==> config.mk <==
export PLATFORM = sky130hd
export DESIGN_NAME = mul_pipeline
export DESIGN_NICKNAME = d
export VERILOG_FILES = /design/src/rtl/mul_pipeline.sv
export SDC_FILE = /design/constraint.sdc
export NUM_CORES = 2
export LEC_CHECK = 0
export ABC_AREA = 0
export CORE_MARGIN = 2
export CORE_UTILIZATION = 49
export CTS_CLUSTER_DIAMETER = 40
export DETAILED_ROUTE_END_ITERATION = 10
export GPL_TIMING_DRIVEN = 0
export PLACE_DENSITY = 0.67
export SYNTH_ARGS = -nofsm -noshare
export SYNTH_HDL_FRONTEND = slang
export SYNTH_SLANG_ARGS = --single-unit
==> constraint.sdc <==
create_clock -name clk -period 16.8 [get_ports clk]
set_input_delay 4.2 -clock clk [delete_from_list [all_inputs] [get_ports clk]]
set_output_delay 4.2 -clock clk [all_outputs]
set_load 0.005 [all_outputs]
==> src/rtl/mul_pipeline.sv <==
// Multiply execution pipeline: accepts RV32M MUL/MULH/MULHSU/MULHU ops,
// computes the product in stage 2 and shifts the result through a
// configurable number of stages with stall, flush, bypass tap and writeback.

`ifndef WORD_SIZE
`define WORD_SIZE 32
`endif
`ifndef ROB_ENTRY_WIDTH
`define ROB_ENTRY_WIDTH 6
`endif

// Flags ops with div/rem encodings (funct3 = 1xx) that reach stage 1.
module mul_pipeline_chk (
  input logic       clk,
  input logic       rst,
  input logic       valid1,
  input logic [2:0] funct3
);

  a_no_divrem : assert property (@(posedge clk) disable iff (rst) valid1 |-> !funct3[2]);

endmodule

module mul_pipeline #(
  parameter int WORD_SIZE = `WORD_SIZE,
  parameter int ROB_ID_W  = `ROB_ENTRY_WIDTH,
  parameter int STAGES    = 4
) (
  input  logic                 clk,
  input  logic                 rst,
  input  logic                 in_valid,
  input  logic [2:0]           in_funct3,
  input  logic [WORD_SIZE-1:0] in_s1,
  input  logic [WORD_SIZE-1:0] in_s2,
  input  logic [WORD_SIZE-1:0] in_pc,
  input  logic [ROB_ID_W-1:0]  in_rob_id,
  input  logic                 stall,
  input  logic                 flush,
  output logic                 byp_valid,
  output logic [WORD_SIZE-1:0] byp_result,
  output logic [ROB_ID_W-1:0]  byp_rob_id,
  output logic                 out_valid,
  output logic [WORD_SIZE-1:0] out_result,
  output logic [WORD_SIZE-1:0] out_pc,
  output logic [ROB_ID_W-1:0]  out_rob_id,
  output logic                 busy
);

  // Stage 1: captured operands and instruction metadata.
  logic                 v1_r;
  logic [2:0]           f3_r;
  logic [WORD_SIZE-1:0] s1_r;
  logic [WORD_SIZE-1:0] s2_r;
  logic [WORD_SIZE-1:0] pc1_r;
  logic [ROB_ID_W-1:0]  rob1_r;

  // Stages 2..STAGES: result-carrying shift chain.
  logic [STAGES:2]      v_r;
  logic [WORD_SIZE-1:0] res_r [2:STAGES];
  logic [WORD_SIZE-1:0] pc_r  [2:STAGES];
  logic [ROB_ID_W-1:0]  rob_r [2:STAGES];

  // Product datapath. Both operands are extended to 2*WORD_SIZE bits
  // according to their signedness; the low 2*WORD_SIZE bits of the
  // unsigned product of the extended values equal the true product.
  logic                   s1_signed_s;
  logic                   s2_signed_s;
  logic [2*WORD_SIZE-1:0] a_ext_s;
  logic [2*WORD_SIZE-1:0] b_ext_s;
  logic [2*WORD_SIZE-1:0] prod_s;
  logic [WORD_SIZE-1:0]   sel_s;

  assign s1_signed_s = (f3_r == 3'b000) || (f3_r == 3'b001) || (f3_r == 3'b010);
  assign s2_signed_s = (f3_r == 3'b000) || (f3_r == 3'b001);
  assign a_ext_s     = {{WORD_SIZE{s1_signed_s & s1_r[WORD_SIZE-1]}}, s1_r};
  assign b_ext_s     = {{WORD_SIZE{s2_signed_s & s2_r[WORD_SIZE-1]}}, s2_r};
  assign prod_s      = a_ext_s * b_ext_s;

  // Select the low word for MUL, the high word for the MULH variants, 0 otherwise.
  always_comb begin
    sel_s = '0;
    case (f3_r)
      3'b000:  sel_s = prod_s[WORD_SIZE-1:0];
      3'b001:  sel_s = prod_s[2*WORD_SIZE-1:WORD_SIZE];
      3'b010:  sel_s = prod_s[2*WORD_SIZE-1:WORD_SIZE];
      3'b011:  sel_s = prod_s[2*WORD_SIZE-1:WORD_SIZE];
      default: sel_s = '0;
    endcase
  end

  // Stage 1 accept: flush drops everything, stall holds, otherwise take the input.
  always_ff @(posedge clk or posedge rst) begin
    if (rst) begin
      v1_r   <= 1'b0;
      f3_r   <= 3'b000;
      s1_r   <= '0;
      s2_r   <= '0;
      pc1_r  <= '0;
      rob1_r <= '0;
    end else if (flush) begin
      v1_r <= 1'b0;
    end else if (!stall) begin
      v1_r <= in_valid;
      if (in_valid) begin
        f3_r   <= in_funct3;
        s1_r   <= in_s1;
        s2_r   <= in_s2;
        pc1_r  <= in_pc;
        rob1_r <= in_rob_id;
      end
    end
  end

  // Stages 2..STAGES: register the selected product, then shift forward.
  always_ff @(posedge clk or posedge rst) begin
    if (rst) begin
      for (int i = 2; i <= STAGES; i++) begin
        v_r[i]   <= 1'b0;
        res_r[i] <= '0;
        pc_r[i]  <= '0;
        rob_r[i] <= '0;
      end
    end else if (flush) begin
      for (int i = 2; i <= STAGES; i++) begin
        v_r[i] <= 1'b0;
      end
    end else if (!stall) begin
      v_r[2]   <= v1_r;
      res_r[2] <= sel_s;
      pc_r[2]  <= pc1_r;
      rob_r[2] <= rob1_r;
      for (int i = 3; i <= STAGES; i++) begin
        v_r[i]   <= v_r[i-1];
        res_r[i] <= res_r[i-1];
        pc_r[i]  <= pc_r[i-1];
        rob_r[i] <= rob_r[i-1];
      end
    end
  end

  // Bypass tap from stage STAGES-1; with only two stages, stage 1 has no result yet.
  generate
    if (STAGES > 2) begin : g_byp
      assign byp_valid  = v_r[STAGES-1];
      assign byp_result = res_r[STAGES-1];
      assign byp_rob_id = rob_r[STAGES-1];
    end else begin : g_no_byp
      assign byp_valid  = 1'b0;
      assign byp_result = '0;
      assign byp_rob_id = '0;
    end
  endgenerate

  assign out_valid  = v_r[STAGES];
  assign out_result = res_r[STAGES];
  assign out_pc     = pc_r[STAGES];
  assign out_rob_id = rob_r[STAGES];
  assign busy       = v1_r | (|v_r);

  mul_pipeline_chk u_chk (
    .clk    (clk),
    .rst    (rst),
    .valid1 (v1_r),
    .funct3 (f3_r)
  );

endmodule

==> out/metrics.csv <==
metric;value;unit
drt_iter0_markers;3667;
wirelength;174100;µm
vias;38920;
final_nets;7261;
dp_hpwl;145700;µm
r2r_start;s1_r[31];
cpPeakStageDelay;960;ps
tightest_slew;1527;ps
cts_buffers;52;
max_freq;88.32;MHz
r2r_cells;29;
cp-end-kind;flip-flop;
violations;capacitance limit, slew limit;
die_w;327.1;µm
critPathMostFrequentCell;fa_1;
viasPerCell;5.374;
synth.top_cell.area_share;44.03;%
cts_tree;yes;
post-route-period-util;67.40;%
crit_arrival;11890;ps
gp_congestion;1.039;
cts_setup_buffers;0;
ys_types;74;
worstHoldPathCells;2;
critPathTopFamily;adder cells;
cpMaxStageDelayCell;a211oi_1;
r2r_setup_slack;5480;ps
min_from;rob1_r[3];
relSlewSlack;-1.786;%
grt_pass1_wl;258600;µm
status;complete, but fails checks;
final_antenna_net_count;0;
hold_violations;0;
crit_required;17360;ps
critPathBufInv;8;
async_flop_share;100.0;%
max-cap-violations;1;
hold_end;rob_r[15];
clock-root-buffer;clkbuf_16;
clockBufferDepth;3;
track_usage;33.26;%
tns;0;ps
period_needed;11320;ps
cp_max_fo;13;
syn_to_final_growth;11.50;%
first_pass_iters;6;
clk_latency;670;ps
rows;118;
synth.net_count;6986;
netlist_area;51150;µm²
initial_core_util;49.42;%
first_global_vias;40050;
synth_ff_type;dfrtp_1;
wl_per_cell;24.04;µm
fin_util;55.10;%
start_kind;flip-flop;
finalSetupViolCount;0;
yosysTopAreaCell;fa_1;
drc_errors;0;
clock_sinks;319;
antenna_found_initial;5;
fp.dieH;327.1;µm
htreeDepth;2;
yosysSeqAreaShare;15.61;%
io_pins;221;
clk_pin_slew;60;ps
finalMaxSlewViolations;11;
drive_gt1_share;6.128;%
avgSynthCellArea;9.235;µm²
post_cts_resized;0;
grt_max_degree;124;
yosys_warnings;0;
rsz0062_at_grt;no;
hold_class;reg2reg;
path_class;reg2reg;
synth-edff-count;0;
r2r_end;res_r[92];
gr-total-overflow;0;
synthCells;5539;
die_area;107000;µm²
fin_skew;61.15;ps
synth-seq-cells;319;
numPortBuffers;219;
coreArea;103500;µm²
ys_top_cells_by_area;fa_1 44%, dfrtp_1 16%, nand2_1 10%;
cts_hold_buf;0;
placed cells by master (no fill, tap or decap), types with 10 or more instances in the layout:
| master | synthesis | routed |
|---|---|---|
| a21o_1 | 31 | 31 |
| a21oi_1 | 66 | 66 |
| a221oi_1 | 12 | 12 |
| a31oi_1 | 11 | 11 |
| and2_1 | 258 | 258 |
| buf_4 | 109 | 109 |
| clkbuf_1 | 296 | 300 |
| clkbuf_16 | 0 | 52 |
| clkbuf_8 | 5 | 10 |
| clkdlybuf4s50_1 | 0 | 219 |
| clkinvlp_4 | 0 | 10 |
| dfrtp_1 | 319 | 319 |
| fa_1 | 1125 | 1125 |
| ha_1 | 212 | 212 |
| inv_1 | 1206 | 1205 |
| mux2_2 | 104 | 104 |
| nand2_1 | 1376 | 1376 |
| nand3_1 | 21 | 21 |
| nand4_1 | 21 | 21 |
| nor2_1 | 86 | 86 |
| nor3_1 | 14 | 14 |
| o21ai_0 | 43 | 43 |
| o21bai_1 | 16 | 16 |
| or2_2 | 11 | 11 |
| xnor2_1 | 49 | 49 |
| xor2_1 | 15 | 15 |
layout make-up:
| class | count | area, µm² |
|---|---|---|
| Inverter | 1206 | 4534 |
| Fill cell | 9388 | 46470 |
| Sequential cell | 319 | 7983 |
| Multi-Input combinational cell | 3593 | 36470 |
| Clock buffer | 62 | 1389 |
| Antenna cell | 4 | 10.01 |
| Timing Repair Buffer | 221 | 2247 |
| Tap cell | 1380 | 1727 |
| Clock inverter | 36 | 499.2 |
| Buffer | 421 | 2170 |
worst max path at each step:
stage / start / to / slack (ps) / depth (start not counted)
finish: s1_r[31] / res_r[92] / 5480 / 29
global route: s1_r[31] / res_r[92] / 5140 / 29
CTS: s1_r[31] / res_r[84] / 5670 / 27
detailed placement: s1_r[31] / res_r[84] / 5660 / 27
global placement: rst / s2_r[15] / -1000 / 2
floorplan: rst / byp_result[0] / 3770 / 1
logic make-up (layout without fill, tap and decap cells):
kind of cell	count (synthesis)	in the layout	synth area share, %
muxes	110	110	2.407
adders and majority gates	1337	1337	49.22
buffers and inverters	1627	1946	13.09
other	0	4	0
xor gates and xnor gates	65	65	1.140
AOI/OAI and AO/OA	249	249	3.305
DFF	319	319	15.61
and+or+nand+nor	1832	1832	15.24
Yosys cell counts, drive strengths merged, types with 15 or more instances:
library cell	n
nand2	1376
inv	1206
fa	1125
dfrtp	319
clkbuf	302
and2	258
ha	212
buf	114
mux2	104
nor2	88
a21oi	68
xnor2	49
o21ai	47
a21o	34
nand3	21
nand4	21
o21bai	16
xor2	15
worst min-delay path, stage by stage, from the launching register on:
cell	delay [ps]
dfrtp_1	340
nand2_1	50
nand2_1	50
metal layers:
layer  up-vias  part of all wire, %  GRT usage (%)
met4         6                  5.8          16.11
met2      2015                   44          50.71
met1     19960                   38          43.89
li1      16500                    -              -
met5         -                0.017              0
met3       439                   11          9.489
flip-flops by register name, indices dropped and copies added, names as in the netlist:
name        flops
v1_r            1
pc_r           64
rob_r           6
v_r             3
out_rob_id      6
f3_r            3
res_r          32
out_pc         32
byp_rob_id      6
byp_result     32
out_result     32
s2_r           32
s1_r           32
rob1_r          6
pc1_r          32
per-stage QoR:
stage                     worst slack (ps)  std cells  instance area (µm²)  hold slack (ps)
after CTS                             5668       7238                57020            440.7
after global routing                  5141       7238                57020            481.1
after detailed placement              5662       7140                55130            449.4
after floorplan                       3772       5539                51150            433.4
final                                 5477       7242                57030            432.1
after global placement              -998.7       7138                55070            438.7
Power is left out: the tool's default activity adds up to more than one toggle a clock period on the data nets, which glitch-free logic cannot reach.
